[src/rtl/mult_pkg.sv]
// Shared definitions for the sequential multiplier: FSM encoding and counter sizing.
package mult_pkg;

   localparam logic [1:0] ST_IDLE   = 2'd0;
   localparam logic [1:0] ST_RUN    = 2'd1;
   localparam logic [1:0] ST_FINISH = 2'd2;

   typedef enum logic [1:0] {
      IDLE   = ST_IDLE,
      RUN    = ST_RUN,
      FINISH = ST_FINISH
   } state_e;

   // Counter must hold values 0..width inclusive.
   function automatic int unsigned cnt_width(input int unsigned width);
      return $clog2(width + 1);
   endfunction

endpackage

[src/rtl/seq_mult_if.sv]
// Start/done handshake and operand/product bus for seq_mult.
interface seq_mult_if #(
   parameter int unsigned WIDTH = 8
);
   logic                 start;
   logic                 signed_mode;
   logic [WIDTH-1:0]     A;
   logic [WIDTH-1:0]     B;
   logic                 busy;
   logic                 done;
   logic [2*WIDTH-1:0]   P;

   modport master (
      output start, signed_mode, A, B,
      input  busy, done, P
   );

   modport slave (
      input  start, signed_mode, A, B,
      output busy, done, P
   );
endinterface

[src/rtl/seq_mult_twos_negate.sv]
// Combinational conditional two's-complement negate.
module twos_negate #(
   parameter int unsigned N = 8
) (
   input  logic [N-1:0] din,
   input  logic         neg,
   output logic [N-1:0] dout
);
   assign dout = neg ? (~din + N'(1)) : din;
endmodule

[src/rtl/seq_mult.sv]
// Shift-and-add multiplier: one partial product per RUN cycle, signed via magnitude + sign fix.
module seq_mult #(
   parameter int unsigned WIDTH = 8
) (
   input  logic       clk,
   input  logic       rst_n,
   seq_mult_if.slave  bus
);
   import mult_pkg::*;

   localparam int unsigned PW = 2 * WIDTH;
   localparam int unsigned CW = cnt_width(WIDTH);

   state_e            state_q, state_d;
   logic [PW-1:0]     mcand_q, mcand_d;
   logic [WIDTH-1:0]  mplier_q, mplier_d;
   logic [PW-1:0]     acc_q, acc_d;
   logic [CW-1:0]     cnt_q, cnt_d;
   logic              sign_q, sign_d;
   logic              busy_q, busy_d;
   logic              done_q, done_d;
   logic [PW-1:0]     p_q, p_d;

   logic [WIDTH-1:0]  abs_a, abs_b;
   logic [PW-1:0]     p_fix;

   twos_negate #(.N(WIDTH)) u_abs_a (
      .din  (bus.A),
      .neg  (bus.signed_mode & bus.A[WIDTH-1]),
      .dout (abs_a)
   );

   twos_negate #(.N(WIDTH)) u_abs_b (
      .din  (bus.B),
      .neg  (bus.signed_mode & bus.B[WIDTH-1]),
      .dout (abs_b)
   );

   twos_negate #(.N(PW)) u_fix_p (
      .din  (acc_q),
      .neg  (sign_q),
      .dout (p_fix)
   );

   // Next-state, datapath and output logic.
   always_comb begin
      state_d  = state_q;
      mcand_d  = mcand_q;
      mplier_d = mplier_q;
      acc_d    = acc_q;
      cnt_d    = cnt_q;
      sign_d   = sign_q;
      done_d   = 1'b0;
      p_d      = p_q;

      case (state_q)
         IDLE: begin
            if (bus.start) begin
               mcand_d  = PW'(abs_a);
               mplier_d = abs_b;
               sign_d   = bus.signed_mode & (bus.A[WIDTH-1] ^ bus.B[WIDTH-1]);
               acc_d    = '0;
               cnt_d    = '0;
               state_d  = RUN;
            end
         end
         RUN: begin
            if (mplier_q[0]) acc_d = acc_q + mcand_q;
            mcand_d  = mcand_q << 1;
            mplier_d = mplier_q >> 1;
            cnt_d    = cnt_q + CW'(1);
            if (cnt_q == CW'(WIDTH - 1)) state_d = FINISH;
         end
         FINISH: begin
            p_d     = p_fix;
            done_d  = 1'b1;
            state_d = IDLE;
         end
         default: state_d = IDLE;
      endcase

      busy_d = (state_d != IDLE);
   end

   always_ff @(posedge clk or negedge rst_n) begin
      if (!rst_n) begin
         state_q  <= IDLE;
         mcand_q  <= '0;
         mplier_q <= '0;
         acc_q    <= '0;
         cnt_q    <= '0;
         sign_q   <= 1'b0;
         busy_q   <= 1'b0;
         done_q   <= 1'b0;
         p_q      <= '0;
      end else begin
         state_q  <= state_d;
         mcand_q  <= mcand_d;
         mplier_q <= mplier_d;
         acc_q    <= acc_d;
         cnt_q    <= cnt_d;
         sign_q   <= sign_d;
         busy_q   <= busy_d;
         done_q   <= done_d;
         p_q      <= p_d;
      end
   end

   assign bus.busy = busy_q;
   assign bus.done = done_q;
   assign bus.P    = p_q;

endmodule

[src/flat_wrapper.sv]
// flat-port wrapper written by rule: the top's interface ports become plain ports
module seq_mult_flat import mult_pkg::*;
#(
   parameter int unsigned WIDTH = 8
)
  (clk, rst_n, bus_start, bus_signed_mode, bus_A, bus_B, bus_busy, bus_done, bus_P);
  seq_mult_if #(.WIDTH(WIDTH)) bus_i ();
  input  logic clk;
  input  logic rst_n;
  input wire logic [$bits(bus_i.start)-1:0] bus_start;
  input wire logic [$bits(bus_i.signed_mode)-1:0] bus_signed_mode;
  input wire logic [$bits(bus_i.A)-1:0] bus_A;
  input wire logic [$bits(bus_i.B)-1:0] bus_B;
  output wire logic [$bits(bus_i.busy)-1:0] bus_busy;
  output wire logic [$bits(bus_i.done)-1:0] bus_done;
  output wire logic [$bits(bus_i.P)-1:0] bus_P;
  assign bus_i.start = bus_start;
  assign bus_i.signed_mode = bus_signed_mode;
  assign bus_i.A = bus_A;
  assign bus_i.B = bus_B;
  assign bus_busy = bus_i.busy;
  assign bus_done = bus_i.done;
  assign bus_P = bus_i.P;
  seq_mult #(.WIDTH(WIDTH)) u_core (.clk(clk), .rst_n(rst_n), .bus(bus_i));
endmodule
[config.mk]
export PLATFORM = sky130hd
export DESIGN_NAME = seq_mult_flat
export DESIGN_NICKNAME = d
export VERILOG_FILES = /design/src/rtl/mult_pkg.sv /design/src/rtl/seq_mult_if.sv /design/src/rtl/seq_mult_twos_negate.sv /design/src/rtl/seq_mult.sv /design/src/flat_wrapper.sv
export SDC_FILE = /design/constraint.sdc
export NUM_CORES = 1
export LEC_CHECK = 0
export ABC_CLOCK_PERIOD_IN_PS = 2800
export CAP_MARGIN = 20
export CORE_MARGIN = 2
export CORE_UTILIZATION = 55
export DETAILED_ROUTE_END_ITERATION = 12
export PLACE_DENSITY = 0.77
export SETUP_SLACK_MARGIN = 0.15
export SYNTH_ARGS = -nofsm -noshare
export SYNTH_HDL_FRONTEND = slang
export SYNTH_SLANG_ARGS = --single-unit
[constraint.sdc]
create_clock -name clk -period 2.8 [get_ports clk]
set_clock_uncertainty 0.1 [all_clocks]
set_input_delay 0.84 -clock clk [delete_from_list [all_inputs] [get_ports clk]]
set_output_delay 0.84 -clock clk [all_outputs]
set_load 0.05 [all_outputs]
==> summary.md <==
| Metric | Value |
|---|---|
| WP buf/inv | `0` |
| Compound-Gate Fraction of Synth Area | `22.86%` |
| Initial Utilization | `57.20%` |
| Commonest cells in the netlist | `dfrtp_1, nand2_1, o21ai_0, nor2_1, a21oi_1` |
| Synth warnings | `0` |
| Sequential fraction of the synthesis area | `about two fifths` |
| Core area | `0.006832 mm2` |
| Cts hold-fix bufs | `0` |
| Static leakage | `~0.0020 uW` |
| Post-synth top area share | `between 40% and 50%` |
| Reg2reg setup slack | `0.27 ns` |
| Fraction of layout cells with a size suffix above 1 | `7.187%` |
| Longest Clk Path Bufs | `2` |
| Worst path top cell family by delay | `compound AO/OA/AOI/OAI gates` |
| Hpwl dp | `6323 um` |
| Design Area, Final | `0.004647 mm2` |
| Status | `finished clean` |
| WS Path Type | `reg -> reg` |
| Top Ports | `38` |
| Setup_tns | `0 ns` |
| Die Wd | `between 80 and 90 um` |
| XOR/XNOR Fraction of Synth Area | `7.173%` |
| Final Slew Violations | `0` |
| Max rail drop VDD | `0.6352 mV` |
| Vias in the first global route | `3075` |
| Critical-path top delay cell | `dfrtp_1` |
| Avg WL per Cell | `14.70 um` |
| Placer Congestion | `slightly above 0.9` |
| Inserted Diodes | `0` |
| Largest family of logic cells by synthesized area | `compound AO/OA/AOI/OAI gates` |
| Worst Setup Start Kind | `flip-flop` |
| Grt met2 use | `38.48%` |
| Pre-Repair DR Iteration Count | `4` |
| Die footprint | `0.007795 mm2` |
| Slew @ Worst Pin | `0.5715 ns` |
| Initial DRC Count | `295` |
| Final hold violation count | `0` |
| Syn Nets | `487` |
| Number of H-tree levels | `3` |
| Synth Area in Simple Gates | `16.62%` |
| Clock Pin Slew Worst Setup and Hold Paths | `0.07 ns` |
| Wirelength, routed | `8573 um` |
| Final setup viols | `0` |
| Layout net count | `522` |
| RSZ-0062 raised after global routing | `true` |
| Post-CTS Setup Bufs | `0` |
| First-pass GRT wire length | `between 10000 and 15000 um` |
| Main synth FF type | `dfrtp_1` |
| Post-synthesis cell type count | `47` |
| Worst EP arrival | `2.65 ns` |
| Synth area leaders | `dfrtp_1, o21ai_0, ha_1, nand2_1, xor2_1` |
| Met1 Track Usage GR | `31.59%` |
| CP Capture Type | `flip-flop` |
| Crit path required time | `2.93 ns` |
| CTS Sinks | `65` |
| Placed cell areas | `0.004402 mm2` |
| Hold Crit Class | `reg -> reg` |
| CTS tree | `done` |
| GRT overflow | `0` |
| P&R area growth vs syn | `18.92%` |
| CP max FO | `7` |
| Post-Syn Area | `0.003907 mm2` |
| Count of input and output buffers | `37` |
| Adder-Cell Fraction of Synth Area | `6.596%` |
| GRT busiest layer | `met2` |
| Clk_lat worst skew | `0.34 ns` |
| Power Dens Cells | `~1200 mW/mm2` |
| Via density per instance | `5.864` |
| Count of state elements after synthesis | `65` |
| DR DRC count | `0` |
| Fmax | `around 400 MHz` |
| Syn Area/Cell | `8.742 um2` |
| Asr flop ratio synth | `100.0%` |
| Std cell rows | `30` |
| Maxcap violations | `0` |
| Global-route met3 utilization | `3.731%` |
| Number of synthesized flops with an enable pin | `0` |
| Post-layout min period | `2.525 ns` |
| Root buf cell | `clkbuf_8` |
| Max transition margin | `61.90%` |
| Post-synthesis mux area share | `1.057%` |
| Post-Synthesis Cells | `447` |
| Slowest cell delay on critical path | `0.42 ns` |
| Antenna-violating nets left | `0` |
| Largest net degree at the start of global routing | `41` |
| Critical path, cell by cell | `ha_1 -> a21oi_2 -> o21ai_0 -> a2111oi_0 -> nor2_1 -> or3_1 -> a32o_1` |
| Initial antenna violation count | `0` |
| CTS buffer count | `9` |
| Total track usage | `a little under a quarter` |
| Final Cycle Share | `between 90% and 100%` |
| Total number of vias | `around 3400` |
| Post-synth top area cell | `dfrtp_1` |
| Die height | `88.29 um` |
| Most common cell in the synthesized netlist | `dfrtp_1` |
==> sequential cells by signal, indices dropped and copies added (netlist names) <==
register and flops:
u_core.bus.done 1, u_core.cnt_q 4, u_core.sign_q 1, u_core.bus.busy 1, u_core.mplier_q 8, u_core.state_q 2, u_core.bus.P 16, u_core.acc_q 16
u_core.mcand_q 16
==> final cells by class <==
type | instances | area [um2]
clock buffers | 11 | 151.4
repair buffers | 46 | 457.9
well taps | 96 | 120.1
multi-input cells | 340 | 2138
inverters | 20 | 75.07
flip-flops and latches | 65 | 1627
clock inverters | 5 | 77.57
fillers | 571 | 2185
==> final timing paths <==
| path | cells after the start | end | startpoint |
|---|---|---|---|
| min in group asynchronous | 1 | u_core.bus.done | rst_n |
| worst max register to register | 7 | u_core.acc_q[14] | u_core.acc_q[9] |
| worst max-delay path | 7 | u_core.acc_q[14] | u_core.acc_q[9] |
| worst min-delay path | 1 | u_core.state_q[1] | u_core.cnt_q[3] |
| worst min register to register | 1 | u_core.state_q[1] | u_core.cnt_q[3] |
| max in group asynchronous | 2 | u_core.mcand_q[11] | rst_n |
==> routing by layer <==
metal  share of wire, %  wire length (um)
met5                  0                 0
met2                 49              4227
met1                 45              3818
met4                1.8               158
met3                4.3               369
==> per-stage QoR <==
step	hold WS [ns]	power, uW	setup slack (ns)	utilization (%)	instances
after floorplan	0.3337	3708	0.4215	-	447
after global placement	0.3460	4383	0.3270	64.43	567
after detailed placement	0.3532	4469	0.2498	64.43	567
after CTS	0.3682	5388	0.2214	67.78	583
after global routing	0.4063	5824	0.1251	68.02	583
final	0.3660	5401	0.2747	68.02	583
==> power by group <==
part           internal, uW  switching (uW)
sequential             1310             404
combinational          1160            1620
clock                   547             362
total                  3010            2390
==> what timing repair did <==
action | 4_1_cts | 5_1_grt
endpoints found under the hold margin | 0 | 0
endpoints found under the setup margin | 0 | 3
resized for setup | 0 | 3
==> logic make-up after synthesis <==
group | Yosys count
flops | 65
mux | 4
simple gates | 143
compound gates | 141
xor+xnor | 32
buf+inv | 42
fa+ha+maj | 20
==> layout by cell type, fill, tap and decap left out, drive strengths merged, types with 3 or more instances in the layout <==
cell type | netlist | routed
nor2b | 11 | 11
a22oi | 7 | 7
nor3 | 11 | 11
o21a | 4 | 4
xnor2 | 12 | 12
inv | 19 | 19
buf | 2 | 10
o31ai | 6 | 6
o21ai | 51 | 51
ha | 19 | 19
clkdlybuf4s50 | 0 | 36
xor2 | 20 | 20
o41ai | 4 | 4
a21oi | 28 | 28
dfrtp | 65 | 65
o22ai | 6 | 6
nand3 | 8 | 8
and3 | 3 | 3
a31oi | 7 | 7
clkbuf | 20 | 11
nand4 | 7 | 7
or3 | 5 | 5
o31a | 3 | 3
mux2i | 3 | 3
nand2 | 61 | 61
a211oi | 3 | 3
clkinv | 1 | 3
nor2 | 30 | 30
a22o | 10 | 10
No activity file was read; power rests on OpenSTA's default activity.
